==> config.mk <==
export PLATFORM = sky130hd
export DESIGN_NAME = k051962_tile_shifter
export DESIGN_NICKNAME = d
export VERILOG_FILES = /design/src/rtl/k051962_pkg.sv /design/src/rtl/k051962_pix_delay.sv /design/src/rtl/k051962_tile_shifter.sv
export SDC_FILE = /design/constraint.sdc
export NUM_CORES = 1
export LEC_CHECK = 0
export ABC_AREA = 1
export CORE_MARGIN = 2
export CORE_UTILIZATION = 30
export CTS_BUF_LIST = sky130_fd_sc_hd__clkbuf_16
export DETAILED_ROUTE_END_ITERATION = 16
export SETUP_SLACK_MARGIN = 0.5
export SLEW_MARGIN = 10
export SYNTH_ARGS = -nofsm -noshare
export SYNTH_HDL_FRONTEND = slang
export SYNTH_SLANG_ARGS = --single-unit
export TNS_END_PERCENT = 10
==> constraint.sdc <==
create_clock -name CK -period 2.5 [get_ports CK]
set_input_delay 0.625 -clock CK [delete_from_list [all_inputs] [get_ports CK]]
set_output_delay 0.625 -clock CK [all_outputs]
set_load 0.03 [all_outputs]
==> src/rtl/k051962_pkg.sv <==
// Shared types and helpers for the K051962 tile pixel serializer.
// Optional feature macro used by this slice: K051962_FINE_SCROLL_EN.
package k051962_pkg;

  localparam int unsigned TILE_W  = 8;
  localparam int unsigned PLANES  = 4;
  localparam int unsigned COL_W   = 8;
  localparam int unsigned ROM_W   = PLANES * TILE_W;
  localparam int unsigned PHASE_W = 3;
  localparam int unsigned PIX_W   = 1 + COL_W + PLANES;

  // One output pixel with its colour attribute and valid marker
  typedef struct packed {
    logic              pvld;
    logic [COL_W-1:0]  pcol;
    logic [PLANES-1:0] pix;
  } pix_t;

  // Gather pixel n of a planar row; plane p lives in byte p, leftmost pixel in bit 7
  function automatic logic [PLANES-1:0] plane_pix(input logic [ROM_W-1:0]   rom,
                                                  input logic [PHASE_W-1:0] n,
                                                  input logic               flip);
    logic [PHASE_W-1:0] idx;
    plane_pix = '0;
    idx = flip ? n : ~n;
    for (int p = 0; p < int'(PLANES); p++) begin
      plane_pix[p] = rom[p * int'(TILE_W) + int'(idx)];
    end
  endfunction

endpackage

==> src/rtl/k051962_pix_delay.sv <==
// Fine-scroll delay line: 8-deep pixel history advanced on each pixel enable.
// Only built when K051962_FINE_SCROLL_EN is defined.
module k051962_pix_delay
  import k051962_pkg::*;
(
  input  logic             clk,
  input  logic             rst_n,
  input  logic             en,
  input  logic [PIX_W-1:0] din,
  input  logic [2:0]       tap,
  output logic [PIX_W-1:0] dout_c
);

  localparam int unsigned DEPTH = 8;

  logic [PIX_W-1:0] line [DEPTH];

  // Shift the newest pixel in at stage 0; stage k holds the pixel from k enables ago
  always_ff @(posedge clk) begin
    if (!rst_n) begin
      for (int i = 0; i < int'(DEPTH); i++) line[i] <= '0;
    end else if (en) begin
      line[0] <= din;
      for (int i = 1; i < int'(DEPTH); i++) line[i] <= line[i-1];
    end
  end

  // Tap select comes from a register, so the output only moves on clock edges
  assign dout_c = line[tap];

endmodule

==> src/rtl/k051962_tile_shifter.sv <==
// K051962 tile row serializer: holding + shift register, X-flip, optional fine scroll.
// Fine scroll delay is built only when K051962_FINE_SCROLL_EN is defined.
module k051962_tile_shifter
  import k051962_pkg::pix_t;
  import k051962_pkg::plane_pix;
#(
  parameter int unsigned PLANES = 4,
  parameter int unsigned TILE_W = 8,
  parameter int unsigned COL_W  = 8
) (
  input  logic                     CK,
  input  logic                     CLn,
  input  logic                     PCE,
  input  logic                     LD,
  input  logic [PLANES*TILE_W-1:0] ROM_D,
  input  logic [COL_W-1:0]         COL,
  input  logic                     FLIPX,
  input  logic [2:0]               FSCR,
  output logic                     RDY,
  output logic [PLANES-1:0]        PIX,
  output logic [COL_W-1:0]         PCOL,
  output logic                     PVLD,
  output logic                     UNDR,
  output logic                     OVR
);

  localparam int unsigned ROM_W = PLANES * TILE_W;

  logic [2:0]       phase;
  logic [ROM_W-1:0] h_rom, s_rom;
  logic [COL_W-1:0] h_col, s_col;
  logic             h_flip, s_flip;
  logic             h_vld, s_vld;
  logic             undr_q, ovr_q;

  logic             xfer_c;
  logic             accept_c;
  logic [2:0]       next_idx_c;
  pix_t             raw_c;
  pix_t             out_c;

  assign xfer_c     = PCE & (phase == 3'd7);
  assign RDY        = ~h_vld | xfer_c;
  assign accept_c   = LD & RDY;
  assign next_idx_c = phase + 3'd1;

  // Undelayed pixel for this enable: pixel 0 of H on a transfer, else the next pixel of S
  always_comb begin
    raw_c = '0;
    if (xfer_c) begin
      if (h_vld) begin
        raw_c.pvld = 1'b1;
        raw_c.pcol = h_col;
        raw_c.pix  = plane_pix(h_rom, 3'd0, h_flip);
      end
    end else if (s_vld) begin
      raw_c.pvld = 1'b1;
      raw_c.pcol = s_col;
      raw_c.pix  = plane_pix(s_rom, next_idx_c, s_flip);
    end
  end

  // Phase counter, H/S double buffer and sticky status flags
  always_ff @(posedge CK) begin
    if (!CLn) begin
      phase  <= '0;
      h_rom  <= '0;
      h_col  <= '0;
      h_flip <= 1'b0;
      h_vld  <= 1'b0;
      s_rom  <= '0;
      s_col  <= '0;
      s_flip <= 1'b0;
      s_vld  <= 1'b0;
      undr_q <= 1'b0;
      ovr_q  <= 1'b0;
    end else begin
      if (PCE) phase <= phase + 3'd1;
      if (xfer_c) begin
        s_rom  <= h_rom;
        s_col  <= h_col;
        s_flip <= h_flip;
        s_vld  <= h_vld;
        if (!h_vld) undr_q <= 1'b1;
      end
      // A refill in the transfer cycle wins over the clear; S already took the old row
      if (accept_c) begin
        h_rom  <= ROM_D;
        h_col  <= COL;
        h_flip <= FLIPX;
        h_vld  <= 1'b1;
      end else if (xfer_c) begin
        h_vld  <= 1'b0;
      end
      if (LD && !RDY) ovr_q <= 1'b1;
    end
  end

`ifdef K051962_FINE_SCROLL_EN
  logic [2:0] fscr_q;

  // Scroll amount is latched at tile boundaries only
  always_ff @(posedge CK) begin
    if (!CLn) begin
      fscr_q <= '0;
    end else if (xfer_c) begin
      fscr_q <= FSCR;
    end
  end

  k051962_pix_delay u_delay (
    .clk    (CK),
    .rst_n  (CLn),
    .en     (PCE),
    .din    (raw_c),
    .tap    (fscr_q),
    .dout_c (out_c)
  );
`else
  pix_t out_q;
  logic unused_fscr;

  assign unused_fscr = ^FSCR;

  // Zero-delay output register, updated once per pixel
  always_ff @(posedge CK) begin
    if (!CLn) begin
      out_q <= '0;
    end else if (PCE) begin
      out_q <= raw_c;
    end
  end

  assign out_c = out_q;
`endif

  assign PIX  = out_c.pix;
  assign PCOL = out_c.pcol;
  assign PVLD = out_c.pvld;
  assign UNDR = undr_q;
  assign OVR  = ovr_q;

endmodule

# Yosys cells after proc, flatten, opt, wreduce, memory -nomap -nowiden
# Index checks and enable logic that the tools add are counted.
[classes] addsub=7 bitwise=5 reduce_logical=4 order_cmp=8 n_eq_ne=1 n_mux=29
[op_table] operator="2-to-1 mux 13 bit" count=3
[op_table] operator="binary-select mux 1 bit (select 5 bit)" count=6
[op_table] operator="adder 5 x 3 -> 6 bit (first input constant)" count=4
[op_table] operator="< comparator 6 bit (second input constant)" count=4
[op_table] operator="2-to-1 mux 1 bit" count=16
[op_table] operator="< comparator 3 x 6 -> 1 bit (second input constant)" count=2
[op_table] operator="< comparator 5 x 6 -> 1 bit (second input constant)" count=2
[op_table] operator="adder 4 x 3 -> 5 bit (first input constant)" count=2
[op_table] operator="binary-select mux 1 bit (select 3 bit)" count=2
[op_table] operator="2-to-1 mux 3 bit" count=2
[op_table] operator="adder 3 x 1 -> 3 bit (second input constant)" count=1
[op_table] operator="equality test 3 bit (second input constant)" count=1
[op_table] operator="inverter 3 bit" count=1
[op_table] operator="AND 1 bit" count=2
[op_table] operator="AND reduction 2 bit" count=1
[op_table] operator="nonzero test 2 bit" count=1
[op_table] operator="logical AND 1 bit" count=1
[op_table] operator="logical NOT 1 bit" count=1
[op_table] operator="inverter 1 bit" count=1
[op_table] operator="bitwise OR 1 bit" count=1
[totals] reg_bits=102 inputBits=48 wordCells=68

# Depth between registers and ports, before layout
[logic_depth] word_depth=9 depth_mapped=10 mapped_depth_nobuf=9

# Worst setup path after synthesis
# No wires, ideal clock.
[synth_timing] path_kind="input to output" start="in PCE" end="out RDY" path_stages=5 path_buffers=1 arrival_time_ns=1.212 slack_ns=0.663 path_cell_list="buf_4 -> nand2_4 -> inv_4 -> nor2_2 -> inv_1"
[synth_via] elab_chain_len=2
[synth_lines] item="start, declared" line="k051962_tile_shifter.sv:13" rtl="input logic PCE,"
[synth_lines] item="AND 1 bit" line="k051962_tile_shifter.sv:42" rtl="assign xfer_c = PCE & (phase == 3'd7);"
[synth_lines] item="bitwise OR 1 bit" line="k051962_tile_shifter.sv:43" rtl="assign RDY = ~h_vld | xfer_c;"
[synth_lines] item="end, declared" line="k051962_tile_shifter.sv:19" rtl="output logic RDY,"
# Every way passes these cells.

# Worst setup path in the final report
[layout_timing] start="reg phase[0]" end="out RDY"
[layout_via] elab_chain_len=3
[layout_lines] item="start, declared" line="k051962_tile_shifter.sv:29" rtl="logic [2:0] phase;"
[layout_lines] item="start signal, assigned" line="k051962_tile_shifter.sv:78" rtl="if (PCE) phase <= phase + 3'd1;"
[layout_lines] item="equality test 3 bit" line="k051962_tile_shifter.sv:42"
[layout_lines] item="AND 1 bit" line="k051962_tile_shifter.sv:42"
[layout_lines] item="bitwise OR 1 bit" line="k051962_tile_shifter.sv:43"
# Every way passes these cells.

==> impl_metrics.py <==
metrics = {
    "outcome": {
        "run_status": "complete, no violations",
    },
    "clock_network": {
        "cts_root_buf": "clkbuf_16",
        "clkTransAtPathRegs_ps": 60,
        "cts_tree": "built",
        "clock_latency_ps": 340,
        "maximum_clock_path_buffer_count": 2,
        "cts.sinks": 102,
        "h-tree-depth": 3,
        "cts_made_buffers": 9,
        "cts_hold_repair.buffers": 0,
    },
    "worst_setup_path": {
        "rrSetupSlack_ps": 690,
        "worst_setup_path_start_kind": "flip-flop",
        "arrival_ps": 1390,
        "critPathSlowestCell": "dfxtp_2",
        "crit_fanout": 2,
        "setup.worst_path.end_class": "primary output",
        "critical_path_cell_count": 7,
        "critPathMostFrequentCell": "ha_4",
        "cp_top_family": "flip-flops",
        "crit_path_cell_trace": "ha_4, ha_4, nand2_4, inv_4, nor2_4, inv_2, buf_6",
        "path_buf_inv": 3,
        "timing.rr.start": "phase[0]",
        "timing.critical_path.to": "RDY",
        "worst_path_largest_cell_delay_ps": 340,
        "critical_path.reg2reg.endpoint": "s_rom[24]",
        "worst_ep_required_time_ps": 1880,
        "path_class": "reg2out",
        "critical_path.startpoint": "phase[0]",
        "timing.reg2reg.worst_path_depth": 7,
    },
    "sta": {
        "setup-violations-final": 0,
        "post-route-min-period_ps": 2010,
        "final.setup_skew_ps": 5.80,
        "max_slew.worst_pin.slew_ps": 611,
        "hold_viol": 0,
        "slew_headroom_pct": 59.3,
        "final_critical_path_setup_slack_ps": 489,
        "achievable-frequency_ghz": 0.497,
        "maxSlewViolCount": 0,
        "totalNegativeSetupSlack_ps": 0,
        "layout_worst_path_cycle_share_pct": 80.4,
        "setup_repair_after_global_routing_missed_its_margin": "true",
    },
    "synthesis": {
        "ys_seq_area_share_pct": 50.4,
        "synth_area_per_cell_sq_um": 7.55,
        "yosysMostFrequentCell": "dfxtp_1",
        "synth_edf_count": 0,
        "synth_top_area_share_pct": 50.4,
        "yosys.area.top_type": "dfxtp_1",
        "synth_cell_type_count": 25,
        "post_synth_instance_area_sq_um": 4060,
        "synth.top_cells.by_area": "dfxtp_1 50%, o21ai_0 11%, nor2_1 9.3%",
        "synthTopCellsByCount": "102 x dfxtp_1, 101 x nor2_1, 91 x o21ai_0",
        "synth.ff_latch_count": 102,
        "post_synth_inst_count": 537,
        "postSynthNetCount": 587,
        "synth_async_sr_flop_share_pct": 0,
        "synth_warnings": 0,
        "synth_top_flop_cell": "dfxtp_1",
    },
    "global_route": {
        "grt_first_pass_wirelength_um": 16100,
        "grt_antenna_before_repair": 0,
        "grt_pass1_vias": 3431,
        "groute.usage.overall_pct": 13.8,
        "grt_max_degree": 101,
        "global_route.overflow_total": 0,
    },
    "job": {
        "max_cap_viol": 0,
    },
    "pwr": {
        "clock_power_share_pct": 38.7,
        "seq_power_share_pct": 49.6,
        "power.share.combinational_pct": 11.7,
        "p_sw_share_pct": 24.8,
        "power_density_nw_per_um2": 685,
        "leakage_nw": 2.04,
        "worst_ir_drop_on_vdd_mv": 0.347,
        "p_switching_w": 0.000871,
        "p_int_w": 0.00264,
    },
    "place": {
        "io_buffer_count": 60,
        "gpl.final_weighted_congestion": 0.855,
        "post_place_setup_slack_ps": 198,
        "post-dp-hpwl_um": 6490,
    },
    "floorplanning": {
        "dieWidth_um": 120,
        "initial_cell_density_of_the_core_pct": 30.6,
        "coreArea_sq_um": 13200,
        "dieArea_sq_um": 14500,
        "fp-row-count": 42,
        "io_pins": 64,
        "fp.dieH_um": 120,
    },
    "detailed_routing": {
        "detail_route.drc_violations": 0,
        "post_drt_via_cell_ratio": 4.69,
        "drt_iter0_drc": 224,
        "detail_route.wl_per_cell_um": 12.8,
        "finalWirelength_um": 9770,
        "drt_first_pass_iters": 5,
        "vias": 3593,
        "route.antenna.remaining_nets": 0,
    },
    "finish": {
        "layout-area-overhead-vs-synth_pct": 26.6,
        "multi_input_gate_area_sq_um": 1690,
        "sequential_cell_area_sq_um": 2040,
        "fillCellCount": 1414,
        "layout.core_utilization_pct": 38.8,
        "num-nets-final": 635,
        "num_antenna_cells": 0,
        "post_route_cells_drive_above_1_share_pct": 7.80,
    },
    "hold_path": {
        "holdCritPathClass": "reg2reg",
    },
}
state kept, by name, indices dropped and copies added, names as in the netlist:
| name | count |
|---|---|
| h_col | 8 |
| PCOL | 8 |
| s_rom | 32 |
| PVLD | 1 |
| phase | 3 |
| OVR | 1 |
| h_rom | 32 |
| h_vld | 1 |
| s_vld | 1 |
| s_flip | 1 |
| h_flip | 1 |
| UNDR | 1 |
| PIX | 4 |
| s_col | 8 |
kinds of logic after synthesis:
family | synth area share (%)
compound gates | 20.7
flops | 50.4
simple gates | 19.3
xor+xnor | 0.216
buf+inv | 8.86
fa+ha+maj | 0.617
stage by stage:
step	hold slack [ps]	instances	instance area, sq um	power, W
final	453	766	5130	0.00352
after global placement	438	746	4780	0.00217
after detailed placement	445	746	4780	0.00218
after floorplan	430	537	4060	0.00201
after global routing	471	766	5130	0.00366
after CTS	454	766	5130	0.00355
routing by layer:
layer	GRT usage, %	part of all wire, %
met1	18.0	48
met2	21.9	47
met3	2.74	3.3
met4	6.54	2.4
met5	0	0
what timing repair did:
item                       CTS  global route
setup endpoints to repair    6            14
pin swaps                    3             0
gates resized for setup     11             1
setup buffers                4             0
worst min-delay path: cells and delay by family, from the launching register on:
kind / cells / cell delay, ps
compound gates: 1 / 50
buf+inv: 1 / 50
flops: 1 / 300
how the worst min path moves through the flow:
stage,startpoint,to,slack [ps],cells after the start
3_3_place_gp,s_rom[24],s_rom[24],440,2
4_1_cts,s_rom[8],s_rom[8],450,2
2_1_floorplan,s_rom[0],s_rom[0],430,2
5_1_grt,s_rom[16],s_rom[16],470,2
3_5_place_dp,s_rom[8],s_rom[8],440,2
6_report,s_rom[24],s_rom[24],450,2
layout by cell type (no fill, tap or decap):
cell,instances
dfxtp_2,2
a22oi_1,8
clkinv_2,4
o21ai_1,6
inv_2,4
a21oi_1,54
a21oi_2,1
buf_6,1
xor2_1,1
buf_4,10
nand3_1,45
clkdlybuf4s50_1,56
dfxtp_1,100
nand2_2,3
nor2_1,101
inv_4,1
o21ai_0,91
nand2_4,1
ha_4,2
buf_2,1
dlygate4sd2_1,2
clkbuf_16,9
nor2_4,2
o211ai_1,1
bufinv_16,1
clkinvlp_4,2
buf_12,2
o21a_1,1
inv_1,43
nand2_1,35
power by group through the flow:
stage / logic [W] / registers (W) / clock network (W)
2_1_floorplan: 0.000228 / 0.00178 / 0
3_3_place_gp: 0.000396 / 0.00178 / 0
3_5_place_dp: 0.000403 / 0.00178 / 0
4_1_cts: 0.000415 / 0.00174 / 0.00139
5_1_grt: 0.000463 / 0.00175 / 0.00144
6_report: 0.000413 / 0.00174 / 0.00136
cell type report:
cell class	count	share of cell area, %
Inverter	48	3.56
Tap cell	176	4.29
Clock inverter	7	1.27
Clock buffer	9	4.39
Timing Repair Buffer	72	13.8
Sequential cell	102	39.8
Multi-Input combinational cell	352	32.9
No activity file was read; power rests on OpenSTA's default activity.
